===== src/rtl/overvoltage_trip_encoder.sv =====
// overvoltage_trip_encoder
//
// Purpose: samples the 16-line one-hot trip-level indication from the overvoltage
// comparator bank, synchronizes and debounces it, encodes it to a 4-bit level code
// and delivers every new stable code to the controller over a valid/ready handshake.
// Zero and multi-hot patterns are reported with invalid set.
//
// Ports:
//   clk         block clock
//   rst         synchronous, active-high reset
//   en          enable; low forces IDLE and drops any pending report
//   onehot_in   asynchronous comparator one-hot level lines (bit i = trip level i)
//   code_out    encoded trip level (highest set bit)
//   code_valid  code_out/invalid hold a new report
//   code_ready  consumer accepts the report
//   invalid     reported pattern was zero or multi-hot; qualified by code_valid
//   overrun     sticky; a stable new pattern was displaced while a report was pending
//   peak_code   (OVERVOLTAGE_TRIP_ENCODER_PEAK_EN only) highest accepted valid code
//   peak_clr    (OVERVOLTAGE_TRIP_ENCODER_PEAK_EN only) clears peak_code
//
// Optional feature macro: OVERVOLTAGE_TRIP_ENCODER_PEAK_EN adds the peak tracker.

module overvoltage_trip_encoder #(
  parameter int unsigned DEBOUNCE_CYCLES = 4
) (
  input  logic        clk,
  input  logic        rst,
  input  logic        en,
  input  logic [15:0] onehot_in,
  output logic [3:0]  code_out,
  output logic        code_valid,
  input  logic        code_ready,
  output logic        invalid,
`ifdef OVERVOLTAGE_TRIP_ENCODER_PEAK_EN
  output logic [3:0]  peak_code,
  input  logic        peak_clr,
`endif
  output logic        overrun
);

  localparam logic [7:0] CntMax = 8'(DEBOUNCE_CYCLES);

  typedef enum logic [1:0] {StIdle, StSettle, StReport} state_e;

  state_e      state_q;
  logic [15:0] sync1_q, sync2_q;
  logic [15:0] cand_q;
  logic [7:0]  cnt_q, cnt_d;
  logic [15:0] last_rep_q;
  logic        first_q;

  logic        match;
  logic        stable;
  logic        is_new;
  logic        accept;
  logic [3:0]  enc_code;
  logic        enc_invalid;

  // Synchronizer and debounce counter.
  assign match = (sync2_q == cand_q);

  always_comb begin
    cnt_d = cnt_q;
    if (!match) begin
      cnt_d = '0;
    end else if (cnt_q != CntMax) begin
      cnt_d = cnt_q + 8'd1;
    end
  end

  // Stability is judged on the edge where the counter reaches saturation, so the
  // report register is the only stage between the debounce and code_valid.
  assign stable = match && (cnt_d == CntMax);
  assign is_new = first_q || (cand_q != last_rep_q);
  assign accept = (state_q == StReport) && en && code_ready;

  always_ff @(posedge clk) begin
    if (rst) begin
      sync1_q <= '0;
      sync2_q <= '0;
      cand_q  <= '0;
      cnt_q   <= '0;
    end else begin
      sync1_q <= onehot_in;
      sync2_q <= sync1_q;
      if (!match) begin
        cand_q <= sync2_q;
      end
      cnt_q <= cnt_d;
    end
  end

  // Encoder: highest set bit wins; zero or more than one bit is invalid.
  always_comb begin
    logic seen;
    logic multi;
    enc_code = '0;
    seen     = 1'b0;
    multi    = 1'b0;
    for (int i = 0; i < 16; i++) begin
      if (cand_q[i]) begin
        enc_code = 4'(i);
        if (seen) begin
          multi = 1'b1;
        end
        seen = 1'b1;
      end
    end
    enc_invalid = !seen || multi;
  end

  // Report state machine with registered outputs.
  always_ff @(posedge clk) begin
    if (rst) begin
      state_q    <= StIdle;
      code_out   <= '0;
      invalid    <= 1'b0;
      code_valid <= 1'b0;
      overrun    <= 1'b0;
      last_rep_q <= '0;
      first_q    <= 1'b0;
    end else begin
      case (state_q)
        StIdle: begin
          code_valid <= 1'b0;
          if (en) begin
            state_q    <= StSettle;
            last_rep_q <= '0;
            first_q    <= 1'b1;
          end
        end
        StSettle: begin
          if (!en) begin
            state_q <= StIdle;
          end else if (stable && is_new) begin
            code_out   <= enc_code;
            invalid    <= enc_invalid;
            last_rep_q <= cand_q;
            first_q    <= 1'b0;
            code_valid <= 1'b1;
            state_q    <= StReport;
          end
        end
        StReport: begin
          if (!en) begin
            state_q    <= StIdle;
            code_valid <= 1'b0;
          end else if (accept) begin
            code_valid <= 1'b0;
            state_q    <= StSettle;
          end else if (stable && (cand_q != last_rep_q)) begin
            // Held report is kept; the new pattern goes out after the handshake.
            overrun <= 1'b1;
          end
        end
        default: begin
          state_q    <= StIdle;
          code_valid <= 1'b0;
        end
      endcase
    end
  end

`ifdef OVERVOLTAGE_TRIP_ENCODER_PEAK_EN
  // Peak tracker over accepted, valid reports; clear beats an update.
  always_ff @(posedge clk) begin
    if (rst) begin
      peak_code <= '0;
    end else if (peak_clr) begin
      peak_code <= '0;
    end else if (accept && !invalid && (code_out > peak_code)) begin
      peak_code <= code_out;
    end
  end
`endif

endmodule

===== config.mk =====
export PLATFORM = sky130hd
export DESIGN_NAME = overvoltage_trip_encoder
export DESIGN_NICKNAME = d
export VERILOG_FILES = /design/src/rtl/overvoltage_trip_encoder.sv
export SDC_FILE = /design/constraint.sdc
export NUM_CORES = 1
export LEC_CHECK = 0
export CORE_ASPECT_RATIO = 1.1
export CORE_MARGIN = 1
export CORE_UTILIZATION = 50
export CTS_BUF_LIST = sky130_fd_sc_hd__clkbuf_8 sky130_fd_sc_hd__clkbuf_16
export DETAILED_ROUTE_END_ITERATION = 8
export PLACE_DENSITY = 0.7
export SLEW_MARGIN = 30
export SYNTH_ARGS = -nofsm -noshare
export SYNTH_HDL_FRONTEND = slang
export SYNTH_SLANG_ARGS = --single-unit

===== constraint.sdc =====
create_clock -name clk -period 2.76 [get_ports clk]
set_input_delay 0.552 -clock clk [delete_from_list [all_inputs] [get_ports clk]]
set_output_delay 0.552 -clock clk [all_outputs]
set_load 0.05 [all_outputs]

# After elaboration in Yosys (flattened, before gate mapping)
# Cells that the tools add are included.
# totals
ff_bits	82
inputBits	20
output_inout_bits	7
word_cells	121
# classes
addsub	1
n_eq_ne	11
mux	82
bitwise	1
reduce_logical	15
# op_table
cell	count
$mux W4	14
$mux W1	54
$mux W16	3
$pmux W16 S2	1
$eq A16 B16 Y1	1
$mux W8	2
$ne A16 B16 Y1	1
$mux W2	5
$reduce_and A3 Y1	3
$add A8 B1 Y8 const B	1
$eq A8 B3 Y1 const B	1
$ne A8 B3 Y1 const B	1
$reduce_and A4 Y1	2
$ne A2 B2 Y1 const B	3
$ne A3 B3 Y1 const B	2
$pmux W2 S3	1
$logic_and A1 B1 Y1	5
$pmux W1 S2	2
$eq A2 B1 Y1 const B	1
$eq A2 B2 Y1 const B	1
$logic_not A2 Y1	1
$logic_or A1 B1 Y1	2
$reduce_bool A2 Y1	1
$logic_not A1 Y1	1
$not A1 Y1	1

# Logic depth before layout (Yosys ltp)
# Gate-level depths: netlist of the first run.
# depth
word_depth	32
depth_mapped	9
ltp_nobuf	7

# Worst setup path before layout of the first run
# Ideal clock, no wire load.
# synth_path
path_type	reg-to-reg
from	reg cnt_q[4]
to	reg code_out[1]
arrival_ns	2.239
required_ns	2.639
setup_slack_ns	0.399
stages_incl_launch_ff	9
path_buffers	2
synth_period_minus_slack_ns	2.361
path_cell_list	dfxtp_1 > buf_6 > nor4_4 > nand4b_4 > mux2i_1 > a2111o_1 > buf_6 > nor3b_4 > mux2_4
# synth_between
elab_chain_len	7
# synth_rtl
element	line	text
from (decl)	48	logic [7:0] cnt_q, cnt_d;
from (signal assigned)	89	cnt_q <= cnt_d;
$add A8 B1 Y8 / $ne A8 B3 Y1 (equally long branches)	67, 66	
$mux W8 (*)	66	end else if (cnt_q != CntMax) begin
$mux W8 (*)	64	if (!match) begin
$eq A8 B3 Y1 (*)	73	assign stable = match && (cnt_d == CntMax);
$logic_and A1 B1 Y1 (*)	73	
$logic_and A1 B1 Y1 (*)	135	end else if (stable && is_new) begin
$reduce_and A3 Y1 (no line) (*)	--	
to (signal assigned)	136	code_out <= enc_code;
to (decl)	30	output logic [3:0] code_out,
# Every way passes the cells marked *; elsewhere a longest branch is shown, timed or not.
# A chain may end at the register's enable or synchronous reset.

# Final worst setup path of the first run
# layout_path
from	reg cnt_q[0]
to	reg code_out[1]
# The elaborated chain is that of the path after synthesis.

==> run_summary.xml, run 1 <==
<?xml version="1.0" encoding="UTF-8"?>
<metrics>
  <group name="layout">
    <metric name="area_of_the_multi_input_gates" unit="mm2">0.00196</metric>
    <metric name="flow.area_growth_from_synthesis" unit="%">13.7</metric>
    <metric name="seqCellArea" unit="mm2">0.00164</metric>
    <metric name="design.final.nets" unit="">467</metric>
    <metric name="layout_commonest_cell" unit="">sky130_fd_sc_hd__dfxtp_1</metric>
    <metric name="antenna-diode-count" unit="">0</metric>
    <metric name="number_of_inserted_filler_cells_in_the_final_layout" unit="">686</metric>
    <metric name="stdcell_area" unit="mm2">0.00435</metric>
    <metric name="post_route_cells_drive_above_1_share" unit="%">11.8</metric>
    <metric name="final_cell_mix" unit="">sky130_fd_sc_hd__dfxtp_1 (82), sky130_fd_sc_hd__nor2b_1 (51), sky130_fd_sc_hd__xor2_1 (37)</metric>
  </group>
  <group name="sta">
    <metric name="setup_slack" unit="ns">0.348</metric>
    <metric name="hold_viol" unit="">0</metric>
    <metric name="finalWorstPathRequiredPeriod" unit="ns">2.41</metric>
    <metric name="setup_total_negative_slack" unit="ns">0</metric>
    <metric name="final_max_slew_viol_count" unit="">0</metric>
    <metric name="clock.fmax" unit="GHz">0.415</metric>
    <metric name="grt_setup_unrepaired" unit="">no</metric>
    <metric name="setup_violations" unit="">0</metric>
    <metric name="slew_headroom" unit="%">60.4</metric>
    <metric name="post-route-period-util" unit="%">87.4</metric>
    <metric name="timing_worst_slew_pin_value" unit="ns">0.586</metric>
    <metric name="worst_clock_skew" unit="ns">0.00962</metric>
  </group>
  <group name="power_and_ir_drop">
    <metric name="intPower" unit="mW">1.66</metric>
    <metric name="cellLeakagePower" unit="nW">1.73</metric>
    <metric name="netSwitchingFraction" unit="%">26.2</metric>
    <metric name="power.combinational.fraction" unit="%">8.8</metric>
    <metric name="maximum_vdd_ir_drop" unit="mV">0.417</metric>
    <metric name="switching_power" unit="uW">590</metric>
    <metric name="flop_pwr_share" unit="%">54.7</metric>
    <metric name="power_frac_clock" unit="%">36.4</metric>
    <metric name="power_density" unit="mW/mm2">518</metric>
    <metric name="total_power" unit="mW">2.25</metric>
  </group>
  <group name="grt">
    <metric name="largest_net_degree_at_the_start_of_global_routing" unit="">58</metric>
    <metric name="grt_overflow" unit="">0</metric>
    <metric name="global_route_wire_length_before_repair" unit="um">13700</metric>
    <metric name="groute.usage.overall" unit="%">21.9</metric>
    <metric name="antenna_found_initial" unit="">0</metric>
    <metric name="grt_pass1_vias" unit="">2972</metric>
  </group>
  <group name="cts">
    <metric name="clock_tree.htree_level_count" unit="">3</metric>
    <metric name="post_cts_setup_repair_bufs" unit="">0</metric>
    <metric name="clock_insertion_delay_worst_skew" unit="ns">0.35</metric>
    <metric name="cts_max_path_buffers" unit="">2</metric>
    <metric name="clock_tree.root_cell" unit="">sky130_fd_sc_hd__clkbuf_8</metric>
    <metric name="cts_repair_resize_count" unit="">0</metric>
    <metric name="clock-sinks" unit="">82</metric>
    <metric name="hold_buffers" unit="">0</metric>
    <metric name="clk_transition_reported_paths" unit="ns">0.09</metric>
    <metric name="cts_made_buffers" unit="">9</metric>
    <metric name="cts_tree" unit="">done</metric>
  </group>
  <group name="placement">
    <metric name="gp_congestion" unit="">0.864</metric>
    <metric name="io_buffer_count" unit="">26</metric>
    <metric name="post-dp-hpwl" unit="um">5490</metric>
    <metric name="detailedPlace.worstSlack" unit="ns">0.348</metric>
    <metric name="placedInstanceArea" unit="mm2">0.00417</metric>
  </group>
  <group name="logic_synthesis">
    <metric name="yosysUniqueCellTypes" unit="">50</metric>
    <metric name="post_synth.cell_area_avg" unit="um2">9.00</metric>
    <metric name="synth.yosys.seq_area_share" unit="%">42.9</metric>
    <metric name="syn-cell-area" unit="mm2">0.00383</metric>
    <metric name="syn_inst_count" unit="">425</metric>
    <metric name="synth_enable_flop_cells" unit="">0</metric>
    <metric name="synth_nets" unit="">447</metric>
    <metric name="synth.ff_latch_count" unit="">82</metric>
    <metric name="synthesis.yosys.warnings" unit="">0</metric>
    <metric name="synth_async_sr_flop_share" unit="%">0</metric>
    <metric name="postSynth.topFlopCell" unit="">sky130_fd_sc_hd__dfxtp_1</metric>
  </group>
  <group name="route">
    <metric name="avg_wl_per_cell" unit="um">14.8</metric>
    <metric name="first_pass_iters" unit="">4</metric>
    <metric name="final_routed_wirelength_across_all_metal_layers" unit="um">7970</metric>
    <metric name="via_count" unit="">2969</metric>
    <metric name="drc_errors" unit="">0</metric>
    <metric name="via_count_normalized_by_instance_count" unit="">5.53</metric>
    <metric name="drt_first_iter_violations" unit="">170</metric>
    <metric name="postRouteAntennaNets" unit="">0</metric>
  </group>
  <group name="worst_setup_path">
    <metric name="worstSetupStartpointType" unit="">flop</metric>
    <metric name="worst_setup_path_end_kind" unit="">flop</metric>
    <metric name="worst_ep_arrival_time" unit="ns">2.65</metric>
    <metric name="worst-endpoint-required" unit="ns">3.00</metric>
    <metric name="crit_chain" unit="">ha_1, nand2_1, o21ai_0, o2111ai_1, a2111o_1, nor3b_4, mux2_4</metric>
    <metric name="critPathSlowestCell" unit="">sky130_fd_sc_hd__a2111o_1</metric>
    <metric name="critPathMaxFanout" unit="">6</metric>
    <metric name="critPathKind" unit="">flop to flop</metric>
    <metric name="timing.critical_path.buf_inv" unit="">0</metric>
    <metric name="cp_top_family" unit="">compound AO/OA/AOI/OAI gates</metric>
    <metric name="cpPeakStageDelay" unit="ns">0.46</metric>
  </group>
  <group name="floorplanning">
    <metric name="initial_utilization" unit="%">51.5</metric>
    <metric name="fp-row-count" unit="">33</metric>
    <metric name="die-area" unit="mm2">0.00801</metric>
    <metric name="floorplan.io_pins" unit="">27</metric>
    <metric name="die_x" unit="um">85.4</metric>
    <metric name="core" unit="mm2">0.00743</metric>
    <metric name="dieHeight" unit="um">93.7</metric>
  </group>
  <group name="flow_run">
    <metric name="cap_violations" unit="">0</metric>
  </group>
  <group name="run_status">
    <metric name="outcome" unit="">finished, final reports clean</metric>
  </group>
  <group name="worst_hold_path">
    <metric name="worst_hold_path_type" unit="">primary input to flop</metric>
  </group>
</metrics>
power by group through the flow:
| stage | Sequential [mW] | Combinational [mW] | Clock (mW) |
|---|---|---|---|
| after floorplan | 1.25 | 0.135 | 0 |
| after global placement | 1.26 | 0.197 | 0 |
| after detailed placement | 1.26 | 0.199 | 0 |
| after CTS | 1.23 | 0.199 | 0.840 |
| after global routing | 1.24 | 0.220 | 0.897 |
| final | 1.23 | 0.199 | 0.820 |
metal layers:
layer / track usage [%] / part of all wire, % / up-vias
met5: 0 / 0 / -
met4: 12.1 / 2.7 / 0
met3: 4.39 / 4.1 / 19
met2: 38.2 / 51 / 67
met1: 25.0 / 42 / 1394
li1: - / - / 1489
cell families (layout without fill, tap and decap cells):
kind of cell,count (synthesis),count (layout),synth area share [%]
AOI/OAI and AO/OA,73,73,14.7
xor gates and xnor gates,40,40,9.16
adders and majority gates,3,3,0.916
buffers and inverters,55,80,5.98
DFF,82,82,42.9
muxes,4,4,1.31
and+or+nand+nor,168,168,25.0
flip-flops by register name (all words and copies together) (netlist names):
name,cells
sync1_q,16
overrun,1
state_q,2
sync2_q,16
last_rep_q,16
first_q,1
code_valid,1
cand_q,16
invalid,1
code_out,4
cnt_q,8
path summary, 6_finish.rpt:
check / from / endpoint / slack, ns / cells after the start
worst max-delay path: cnt_q[0]$_SDFF_PP0_ / code_out[1]$_SDFFE_PP0P_ / 0.35 / 7
worst max register to register: cnt_q[0]$_SDFF_PP0_ / code_out[1]$_SDFFE_PP0P_ / 0.35 / 7
worst min-delay path: rst / overrun$_SDFFE_PP0P_ / 0.42 / 2
worst min register to register: sync1_q[11]$_SDFF_PP0_ / sync2_q[11]$_SDFF_PP0_ / 0.44 / 1
synthesized netlist by cell type, drive strengths merged (2+ instances only):
| library cell | n | area, um2 |
|---|---|---|
| inv | 22 | 82.6 |
| nor3 | 18 | 90.1 |
| mux2i | 2 | 20.0 |
| clkbuf | 29 | 109 |
| o21a | 3 | 22.5 |
| nor4 | 12 | 90.1 |
| mux2 | 2 | 30.0 |
| xnor2 | 3 | 26.3 |
| nand4 | 6 | 43.8 |
| a211oi | 2 | 15.0 |
| nand3 | 21 | 105 |
| dfxtp | 82 | 1640 |
| nor2b | 52 | 325 |
| nor2 | 18 | 67.6 |
| and4 | 3 | 28.8 |
| ha | 2 | 25.0 |
| nand2b | 5 | 31.3 |
| o21ai | 3 | 15.0 |
| a31oi | 6 | 37.5 |
| nand2 | 27 | 101 |
| buf | 4 | 37.5 |
| xor2 | 37 | 324 |
| o211ai | 18 | 185 |
| a21oi | 26 | 130 |
| o41ai | 2 | 17.5 |
layout make-up:
| class | instances | share of cell area [%] |
|---|---|---|
| Timing Repair Buffer | 42 | 8.63 |
| Clock inverter | 6 | 1.09 |
| Inverter | 22 | 1.90 |
| Sequential cell | 82 | 37.7 |
| Tap cell | 87 | 2.50 |
| Clock buffer | 10 | 3.16 |
| Multi-Input combinational cell | 288 | 45.0 |
stage by stage:
stage | hold WS (ns) | util [%] | instances
after floorplan | 0.414 | - | 425
after global placement | 0.416 | 56.1 | 521
after global routing | 0.423 | 58.6 | 537
after CTS | 0.412 | 58.6 | 537
final | 0.420 | 58.6 | 537
after detailed placement | 0.421 | 56.1 | 521
Note: power is estimated with default switching activity, not from simulation.
==> inputs of run 2 (changes only) <==
- CTS_BUF_LIST: sky130_fd_sc_hd__clkbuf_8 sky130_fd_sc_hd__clkbuf_16 -> default
- PLACE_DENSITY: 0.7 -> 0.8
- REMOVE_ABC_BUFFERS: default -> 1
==> run 2 against run 1 <==
Against the previous run:
- first-iteration DRC count rose by 84%
- wire length fell by 1.9%
- worst setup slack got worse by 0.072 ns
- critical endpoint is now invalid$_SDFFE_PP0P_
- highest routed layer unchanged
- total power rose by 1.8%
- design area rose by 0.14%
==> run_summary.xml, run 2 (same netlist as run 1, synthesis figures left out) <==
<?xml version="1.0" encoding="UTF-8"?>
<metrics>
  <group name="run_status">
    <metric name="outcome" unit="">finished, final reports clean</metric>
  </group>
  <group name="layout">
    <metric name="flow.area_growth_from_synthesis" unit="%">13.9</metric>
    <metric name="number_of_inserted_filler_cells_in_the_final_layout" unit="">663</metric>
    <metric name="design.final.nets" unit="">467</metric>
    <metric name="layout_commonest_cell" unit="">sky130_fd_sc_hd__dfxtp_1</metric>
    <metric name="stdcell_area" unit="mm2">0.00436</metric>
    <metric name="final_cell_mix" unit="">sky130_fd_sc_hd__dfxtp_1 (82), sky130_fd_sc_hd__nor2b_1 (51), sky130_fd_sc_hd__xor2_1 (37)</metric>
    <metric name="post-route-util" unit="%">58.6</metric>
    <metric name="antenna-diode-count" unit="">0</metric>
    <metric name="post_route_cells_drive_above_1_share" unit="%">11.3</metric>
  </group>
  <group name="sta">
    <metric name="timing_worst_slew_pin_value" unit="ns">0.737</metric>
    <metric name="hold_viol" unit="">0</metric>
    <metric name="worst_clock_skew" unit="ns">0.0147</metric>
    <metric name="setup_violations" unit="">0</metric>
    <metric name="setup_slack" unit="ns">0.276</metric>
    <metric name="post-route-period-util" unit="%">90.0</metric>
    <metric name="grt_setup_unrepaired" unit="">no</metric>
    <metric name="finalWorstPathRequiredPeriod" unit="ns">2.48</metric>
    <metric name="setup_total_negative_slack" unit="ns">0</metric>
    <metric name="clock.fmax" unit="GHz">0.403</metric>
    <metric name="final_max_slew_viol_count" unit="">0</metric>
    <metric name="slew_headroom" unit="%">50.4</metric>
  </group>
  <group name="cts">
    <metric name="clock-sinks" unit="">82</metric>
    <metric name="clock_tree.root_cell" unit="">sky130_fd_sc_hd__clkbuf_8</metric>
    <metric name="cts_repair_resize_count" unit="">0</metric>
    <metric name="cts_max_path_buffers" unit="">2</metric>
    <metric name="clock_insertion_delay_worst_skew" unit="ns">0.36</metric>
    <metric name="cts_made_buffers" unit="">9</metric>
    <metric name="clk_transition_reported_paths" unit="ns">0.09</metric>
    <metric name="hold_buffers" unit="">0</metric>
    <metric name="clock_tree.htree_level_count" unit="">3</metric>
    <metric name="cts_tree" unit="">done</metric>
    <metric name="post_cts_setup_repair_bufs" unit="">0</metric>
  </group>
  <group name="worst_setup_path">
    <metric name="critPathSlowestCell" unit="">sky130_fd_sc_hd__dfxtp_1</metric>
    <metric name="timing.critical_path.buf_inv" unit="">0</metric>
    <metric name="worst_setup_path_end_kind" unit="">flop</metric>
    <metric name="cp-endpoint" unit="">invalid$_SDFFE_PP0P_</metric>
    <metric name="worst-r2r-setup-slack" unit="ns">0.28</metric>
    <metric name="crit_chain" unit="">and4_4, and4_1, o2111ai_1, a2111o_1, nor3b_4, mux2_4</metric>
    <metric name="cp_top_family" unit="">simple AND/OR/NAND/NOR gates</metric>
    <metric name="critPathKind" unit="">flop to flop</metric>
    <metric name="timing.reg2reg.worst_path_depth" unit="">6</metric>
    <metric name="cpPeakStageDelay" unit="ns">0.51</metric>
    <metric name="critPathMaxFanout" unit="">8</metric>
    <metric name="worst_ep_arrival_time" unit="ns">2.74</metric>
    <metric name="critical_path.reg2reg.endpoint" unit="">invalid$_SDFFE_PP0P_</metric>
    <metric name="worst_r2r_startpoint" unit="">cnt_q[2]$_SDFF_PP0_</metric>
    <metric name="crit_path_start" unit="">cnt_q[2]$_SDFF_PP0_</metric>
    <metric name="wp_depth" unit="">6</metric>
    <metric name="worstSetupStartpointType" unit="">flop</metric>
    <metric name="worst-endpoint-required" unit="ns">3.01</metric>
  </group>
  <group name="route">
    <metric name="drt_first_iter_violations" unit="">312</metric>
    <metric name="final_routed_wirelength_across_all_metal_layers" unit="um">7820</metric>
    <metric name="first_pass_iters" unit="">4</metric>
    <metric name="via_count_normalized_by_instance_count" unit="">5.63</metric>
    <metric name="via_count" unit="">3024</metric>
    <metric name="drc_errors" unit="">0</metric>
    <metric name="postRouteAntennaNets" unit="">0</metric>
    <metric name="avg_wl_per_cell" unit="um">14.6</metric>
  </group>
  <group name="placement">
    <metric name="detailedPlace.worstSlack" unit="ns">0.312</metric>
    <metric name="gp_congestion" unit="">0.922</metric>
    <metric name="io_buffer_count" unit="">26</metric>
    <metric name="placedInstanceArea" unit="mm2">0.00417</metric>
    <metric name="post-dp-hpwl" unit="um">5390</metric>
  </group>
  <group name="grt">
    <metric name="grt_overflow" unit="">0</metric>
    <metric name="largest_net_degree_at_the_start_of_global_routing" unit="">52</metric>
    <metric name="groute.usage.overall" unit="%">20.8</metric>
    <metric name="global_route_wire_length_before_repair" unit="um">12900</metric>
    <metric name="grt_pass1_vias" unit="">2849</metric>
    <metric name="antenna_found_initial" unit="">0</metric>
  </group>
  <group name="floorplanning">
    <metric name="floorplan.io_pins" unit="">27</metric>
    <metric name="die_x" unit="um">85.4</metric>
    <metric name="fp-row-count" unit="">33</metric>
    <metric name="initial_utilization" unit="%">51.5</metric>
    <metric name="core" unit="mm2">0.00743</metric>
    <metric name="dieHeight" unit="um">93.7</metric>
    <metric name="die-area" unit="mm2">0.00801</metric>
  </group>
  <group name="worst_hold_path">
    <metric name="worst_hold_path_type" unit="">flop to flop</metric>
    <metric name="hold_start" unit="">sync1_q[10]$_SDFF_PP0_</metric>
  </group>
  <group name="power_and_ir_drop">
    <metric name="maximum_vdd_ir_drop" unit="mV">0.415</metric>
    <metric name="power_density" unit="mW/mm2">526</metric>
    <metric name="cellLeakagePower" unit="nW">1.74</metric>
    <metric name="total_power" unit="mW">2.29</metric>
  </group>
  <group name="flow_run">
    <metric name="cap_violations" unit="">0</metric>
  </group>
</metrics>
run 2: changes by cell type in the layout (fill, tap and decap cells not counted):
cell,before,now
sky130_fd_sc_hd__clkinv_4,2,0
sky130_fd_sc_hd__clkbuf_1,0,2
sky130_fd_sc_hd__clkbuf_8,10,9
sky130_fd_sc_hd__bufinv_16,0,1
run 2: per-layer routing:
layer / global-route usage [%] / share of wire, %
met4: 10.7 / 2.7
met2: 34.3 / 50
met5: 0 / 0
met3: 5.62 / 5.7
met1: 24.8 / 41
run 2: worst register-to-register path: cells and delay by family, from the launching register on:
kind	cells	cell delay (ns)
multiplexers	1	0.32
flip-flops	1	0.51
AND/OR/NAND/NOR	3	0.81
AO/OA/AOI/OAI	2	0.74
run 2: area by class of cell:
cell class              count  area (um2)  area share, %
repair buffers             42         375           8.61
clock inverters             5        60.1           1.38
multi-input cells         288        1960           44.9
clock buffers              11         131           3.01
well taps                  87         109           2.50
flip-flops and latches     82        1640           37.7
inverters                  22        82.6           1.89
run 2: metrics by stage:
step | cells | hold slack, ns
after floorplan | 392 | 0.414
final | 537 | 0.438
after CTS | 537 | 0.440
after global placement | 521 | 0.415
after global routing | 537 | 0.459
after detailed placement | 521 | 0.422
run 2: worst min path at each step:
stage                                   endpoint  slack, ns  cells after the start
after floorplan            sync2_q[0]$_SDFF_PP0_       0.41                      1
after global placement     sync2_q[9]$_SDFF_PP0_       0.41                      1
after detailed placement  sync2_q[10]$_SDFF_PP0_       0.42                      1
after CTS                 sync2_q[10]$_SDFF_PP0_       0.44                      1
after global routing       sync2_q[7]$_SDFF_PP0_       0.46                      1
final                     sync2_q[10]$_SDFF_PP0_       0.44                      1
run 2: where the power goes:
part / leakage [nW] / switching (mW) / internal [mW]
sequential: 0.669 / 0.0193 / 1.21
combinational: 0.973 / 0.111 / 0.0885
clock: 0.0943 / 0.438 / 0.424
